## src/rtl/pdm_deserializer.sv

```systemverilog
// pdm_deserializer: PDM microphone front end.
//   Divides the system clock to make the microphone clock, samples one or two interleaved PDM
//   channels through a 2-flop synchroniser, packs WIDTH-bit words (first bit received = MSB)
//   and queues them in a first-word-fall-through FIFO with a valid/ready output side.
// Ports:
//   clock, reset_n        system clock, asynchronous active-low reset
//   enable                run capture; low stops pdm_clk_o and drops any partial word
//   data_in               asynchronous PDM data from the microphone
//   pdm_clk_o             registered microphone clock
//   pdm_lrsel_o           channel select, tied low
//   word_data, word_chan  FIFO head word and its channel (0 when empty)
//   word_valid            FIFO not empty
//   word_ready            consumer accepts the head word
//   overflow              sticky: a completed word was dropped on a full FIFO
//   clear_overflow        synchronous clear of overflow (a new drop wins)
module pdm_deserializer #(
  parameter int unsigned WIDTH      = 16,
  parameter int unsigned CLK_DIV    = 100,
  parameter int unsigned FIFO_DEPTH = 4,
  parameter int unsigned STEREO     = 0
) (
  input  logic             clock,
  input  logic             reset_n,
  input  logic             enable,
  input  logic             data_in,
  output logic             pdm_clk_o,
  output logic             pdm_lrsel_o,
  output logic [WIDTH-1:0] word_data,
  output logic             word_chan,
  output logic             word_valid,
  input  logic             word_ready,
  output logic             overflow,
  input  logic             clear_overflow
);

  localparam int unsigned DivW = $clog2(CLK_DIV);
  localparam int unsigned CntW = $clog2(WIDTH);
  localparam int unsigned PtrW = $clog2(FIFO_DEPTH);
  localparam int unsigned OccW = $clog2(FIFO_DEPTH + 1);

  localparam logic [DivW-1:0] DivLast  = DivW'(CLK_DIV - 1);
  localparam logic [DivW-1:0] DivHalf  = DivW'(CLK_DIV / 2);
  localparam logic [DivW-1:0] HalfLast = DivW'(CLK_DIV / 2 - 1);
  localparam logic [CntW-1:0] BitLast  = CntW'(WIDTH - 1);
  localparam logic [OccW-1:0] OccFull  = OccW'(FIFO_DEPTH);

  // Synchroniser and divider
  logic            r_sync1;
  logic            r_sync2;
  logic            r_running;
  logic [DivW-1:0] r_div_cnt;
  logic            r_pdm_clk;

  // Per-channel word assembly
  logic [1:0][WIDTH-1:0] r_shift;
  logic [1:0][CntW-1:0]  r_bit_cnt;

  // Output FIFO, entry = {chan, data}
  logic [WIDTH:0]  r_mem [FIFO_DEPTH];
  logic [PtrW-1:0] r_wr_ptr;
  logic [PtrW-1:0] r_rd_ptr;
  logic [OccW-1:0] r_count;
  logic            r_overflow;

  logic            w_counting;
  logic [DivW-1:0] w_div_next;
  logic            w_pdm_clk_next;
  logic [1:0]      w_sample;
  logic            w_push;
  logic            w_push_chan;
  logic [WIDTH-1:0] w_push_data;
  logic            w_empty;
  logic            w_full;
  logic            w_pop;
  logic            w_push_acc;
  logic            w_drop;
  logic [OccW-1:0] w_count_next;
  logic [WIDTH:0]  w_head;

  // The divider only advances once running has caught up with enable, so the first cycle after
  // enable rises sits at div_cnt = 0, and a falling enable forces 0 on the very next edge.
  always_comb begin
    w_counting     = enable && r_running;
    w_div_next     = '0;
    if (w_counting) begin
      w_div_next = (r_div_cnt == DivLast) ? '0 : r_div_cnt + DivW'(1);
    end
    // Derived from the next count so the clock flop changes on the same edge as div_cnt.
    w_pdm_clk_next = enable && (w_div_next < DivHalf);
  end

  // Channel 0 sampled at the end of the high phase, channel 1 at the end of the low phase.
  always_comb begin
    w_sample[0] = w_counting && (r_div_cnt == HalfLast);
    w_sample[1] = (STEREO != 0) && w_counting && (r_div_cnt == DivLast);
    w_push      = (w_sample[0] && (r_bit_cnt[0] == BitLast)) ||
                  (w_sample[1] && (r_bit_cnt[1] == BitLast));
    // The two sample points never coincide, so the channel is whichever one sampled.
    w_push_chan = w_sample[1];
    w_push_data = w_sample[1] ? {r_shift[1][WIDTH-2:0], r_sync2}
                              : {r_shift[0][WIDTH-2:0], r_sync2};
  end

  always_comb begin
    w_empty    = (r_count == '0);
    w_full     = (r_count == OccFull);
    w_pop      = !w_empty && word_ready;
    // A push into a full FIFO still lands if the head leaves on the same edge.
    w_push_acc = w_push && (!w_full || w_pop);
    w_drop     = w_push && w_full && !w_pop;
    unique case ({w_push_acc, w_pop})
      2'b10:   w_count_next = r_count + OccW'(1);
      2'b01:   w_count_next = r_count - OccW'(1);
      default: w_count_next = r_count;
    endcase
  end

  always_ff @(posedge clock or negedge reset_n) begin
    if (!reset_n) begin
      r_sync1    <= 1'b0;
      r_sync2    <= 1'b0;
      r_running  <= 1'b0;
      r_div_cnt  <= '0;
      r_pdm_clk  <= 1'b0;
      r_shift    <= '0;
      r_bit_cnt  <= '0;
      r_wr_ptr   <= '0;
      r_rd_ptr   <= '0;
      r_count    <= '0;
      r_overflow <= 1'b0;
    end else begin
      r_sync1   <= data_in;
      r_sync2   <= r_sync1;
      r_running <= enable;
      r_div_cnt <= w_div_next;
      r_pdm_clk <= w_pdm_clk_next;

      for (int c = 0; c < 2; c++) begin
        if (!enable) begin
          r_shift[c]   <= '0;
          r_bit_cnt[c] <= '0;
        end else if (w_sample[c]) begin
          r_shift[c]   <= {r_shift[c][WIDTH-2:0], r_sync2};
          r_bit_cnt[c] <= (r_bit_cnt[c] == BitLast) ? '0 : r_bit_cnt[c] + CntW'(1);
        end
      end

      if (w_push_acc) begin
        r_wr_ptr <= r_wr_ptr + PtrW'(1);
      end
      if (w_pop) begin
        r_rd_ptr <= r_rd_ptr + PtrW'(1);
      end
      r_count <= w_count_next;

      if (w_drop) begin
        r_overflow <= 1'b1;
      end else if (clear_overflow) begin
        r_overflow <= 1'b0;
      end
    end
  end

  // Storage needs no reset: the head is masked while the FIFO is empty.
  always_ff @(posedge clock) begin
    if (w_push_acc) begin
      r_mem[r_wr_ptr] <= {w_push_chan, w_push_data};
    end
  end

  always_comb begin
    w_head = r_mem[r_rd_ptr];
  end

  assign pdm_clk_o   = r_pdm_clk;
  assign pdm_lrsel_o = 1'b0;
  assign word_valid  = !w_empty;
  assign word_data   = w_empty ? '0 : w_head[WIDTH-1:0];
  assign word_chan   = !w_empty && w_head[WIDTH];
  assign overflow    = r_overflow;

endmodule

```

## config.mk

```make
export PLATFORM = sky130hd
export DESIGN_NAME = pdm_deserializer
export DESIGN_NICKNAME = d
export VERILOG_FILES = /design/src/rtl/pdm_deserializer.sv
export SDC_FILE = /design/constraint.sdc
export NUM_CORES = 1
export LEC_CHECK = 0
export CAP_MARGIN = 25
export CORE_MARGIN = 10
export CORE_UTILIZATION = 40
export CTS_CLUSTER_SIZE = 10
export DETAILED_ROUTE_END_ITERATION = 16
export DONT_BUFFER_PORTS = 1
export GPL_TIMING_DRIVEN = 1
export PLACE_DENSITY_LB_ADDON = 0.1
export SYNTH_ARGS = -nofsm -noshare
export SYNTH_HDL_FRONTEND = slang
export SYNTH_SLANG_ARGS = --single-unit
export TNS_END_PERCENT = 50
```

## constraint.sdc

```tcl
create_clock -name clock -period 3.28 [get_ports clock]
set_clock_uncertainty 0.1 [all_clocks]
set_input_delay 0.492 -clock clock [delete_from_list [all_inputs] [get_ports clock]]
set_output_delay 0.492 -clock clock [all_outputs]
set_load 0.01 [all_outputs]
```

==> impl_metrics.json <==
{
  "yosysSeqAreaShare_pct": 68.82,
  "die_y_um": 122.2,
  "postSynthAreaPerCell_um2": 14.75,
  "antenna_found_initial": 0,
  "start_kind": "flip-flop",
  "crit_path_max_fanout": 13,
  "dp_hpwl_um": 4713,
  "crit_start": "r_rd_ptr[0]",
  "grt_usage_pct": 10.92,
  "syn_to_final_growth_pct": 8.783,
  "worst_pin_slew_ns": 0.8297,
  "critPathCaptureType": "primary output",
  "num_io_pins": 27,
  "gr-total-overflow": 0,
  "ys_types": 37,
  "diodes": 0,
  "synth_edf_count": 64,
  "synth_flop_cell": "edfxtp_1",
  "cts_resized": 0,
  "clk_latency_ns": 0.37,
  "cts_setup_buffers": 0,
  "power_density_nw_per_um2": 550.3,
  "mostFrequentLayoutCell": "edfxtp_1",
  "status": "complete, no violations",
  "grt_max_degree": 39,
  "ctsHoldBuffers": 2,
  "cts_tree": "yes",
  "min_from": "data_in",
  "drc_errors": 0,
  "pre_cts_slack_ns": 0.8820,
  "placed_area_um2": 4337,
  "finalWorstSetupSlack_ns": 0.6201,
  "maxCapViolations": 0,
  "min_path_type": "in -> reg",
  "htree_num_levels": 3,
  "num_rows": 37,
  "power_leakage_nw": 1.905,
  "core-area_um2": 10230,
  "final-setup-viol-count": 0,
  "postSynthCellCount": 283,
  "drive_above_1_share_pct": 14.63,
  "clock_sinks": 102,
  "syn_area_um2": 4174,
  "async_flop_share_pct": 37.25,
  "port_buffers": 0,
  "gp_congestion": 0.7534,
  "die_w_um": 122.2,
  "tns_ns": 0,
  "wire_per_inst_um": 17.58,
  "arrival_ns": 2.07,
  "rsz0062_at_grt": "no",
  "drt-initial-drc-count": 121,
  "yosys_warnings": 0,
  "vdd_drop_max_mv": 0.2287,
  "wirelength_um": 7558,
  "grt_pass1_wl_um": 12390,
  "fin_cells": 430,
  "cp.required_ns": 2.69,
  "clockBufferDepth": 2,
  "nets": 303,
  "design_area_um2": 4541,
  "fmax_ghz": 0.3759,
  "grt_pass1_vias": 2252,
  "drtAntennaViolNets": 0,
  "initial_core_util_pct": 40.80,
  "cp_top_family": "flip-flops",
  "crit_slowest_cell": "dfrtp_1",
  "period_share_pct": 81.10,
  "dp_cells": 412,
  "fp.dieArea_um2": 14920,
  "path_buf_inv": 1,
  "routed_via_density": 4.960,
  "r2r-start": "r_count[0]",
  "path_class": "reg -> out",
  "drt_pre_antenna_iters": 4,
  "ys_ff_latch": 102,
  "n_fill_cell": 942,
  "mostFrequentLayoutCells": "64 x edfxtp_1, 40 x nand2_1, 38 x dfrtp_1, 21 x and2_1, 21 x nand3_1",
  "clk_pin_slew_ns": 0.09,
  "cts-buffers-inserted": 9,
  "finalCriticalPeriod_ns": 2.660,
  "maxSlewHeadroom_pct": 44.69,
  "cts_root_buf": "clkbuf_8",
  "cp_cell_sequence": "buf_4, mux4_2, and2_1",
  "slew_viol_final": 0,
  "final_hold_viol_count": 0,
  "max_stage_delay_ns": 0.58,
  "vias": 2133
}
## Yosys cell counts, types with 2 or more instances
library cell	count	area, um^2
edfxtp_1	64	1922
nand2_1	40	150.1
dfrtp_1	38	950.9
and2_1	21	131.4
nand3_1	21	105.1
mux4_2	16	360.4
clkbuf_1	11	41.29
nor2_1	10	37.54
ha_1	7	87.58
inv_1	7	26.28
xnor2_1	7	61.31
xor2_1	5	43.79
o21ai_0	4	20.02
buf_2	3	15.01
and3_1	2	12.51
buf_4	2	15.01
nand4_1	2	12.51
nor2b_1	2	12.51
nor3_1	2	10.01
o31ai_1	2	15.01
## flip-flops by register name, summed over array words and instances, names as in the netlist
signal	count
r_shift	15
r_count	3
overflow	1
r_bit_cnt	4
r_sync1	1
r_sync2	1
r_wr_ptr	2
pdm_clk_o	1
r_div_cnt	7
r_running	1
r_mem	64
r_rd_ptr	2
## power by group
| group | internal (W) | switching (W) |
|---|---|---|
| clock network | 0.000284 | 0.000432 |
| registers | 0.00139 | 0.0000874 |
| logic | 0.000155 | 0.000150 |
## cells by family after synthesis
| logic type | count (synthesis) | synth area share, % |
|---|---|---|
| compound gates | 13 | 2.038 |
| fa+ha+maj | 8 | 2.578 |
| other cells | 1 | 0.08984 |
| mux | 17 | 8.873 |
| simple gates | 107 | 12.74 |
| xor+xnor | 12 | 2.518 |
| buf+inv | 23 | 2.338 |
| flops | 102 | 68.82 |
## routing by layer
metal | global-route usage [%] | vias up | part of all wire, %
li1 | - | 1021 | -
met1 | 12.90 | 1072 | 44
met2 | 18.44 | 29 | 50
met3 | 3.191 | 11 | 4.7
met4 | 4.197 | 0 | 1.7
met5 | 0 | - | 0
## cell type report
type	count	area, um^2	area share [%]
flip-flops and latches	102	2873	63.27
multi-input cells	159	1207	26.59
well taps	136	170.2	3.748
clock buffers	10	127.6	2.811
repair buffers	10	90.09	1.984
clock inverters	6	46.29	1.020
inverters	7	26.28	0.5787
## final timing paths
kind	end	slack, ns	depth (start not counted)
max	word_data[0]	0.62	3
min	r_sync1	0.05	0
max reg2reg	r_count[1]	0.92	5
min reg2reg	r_sync2	0.25	0
max in group asynchronous	r_running	2.40	2
min in group asynchronous	r_shift[0]	0.48	2
## through the flow
step           total power, W  util, %  hold slack (ns)
2_1_floorplan        0.001741        -          0.09641
3_3_place_gp         0.001809    42.39          0.09871
3_5_place_dp         0.001813    42.39          0.09868
4_1_cts              0.002545    44.38          0.03066
5_1_grt              0.002625    44.38          0.03166
6_report             0.002498    44.38          0.04983
Note: power is estimated with default switching activity, not from simulation.
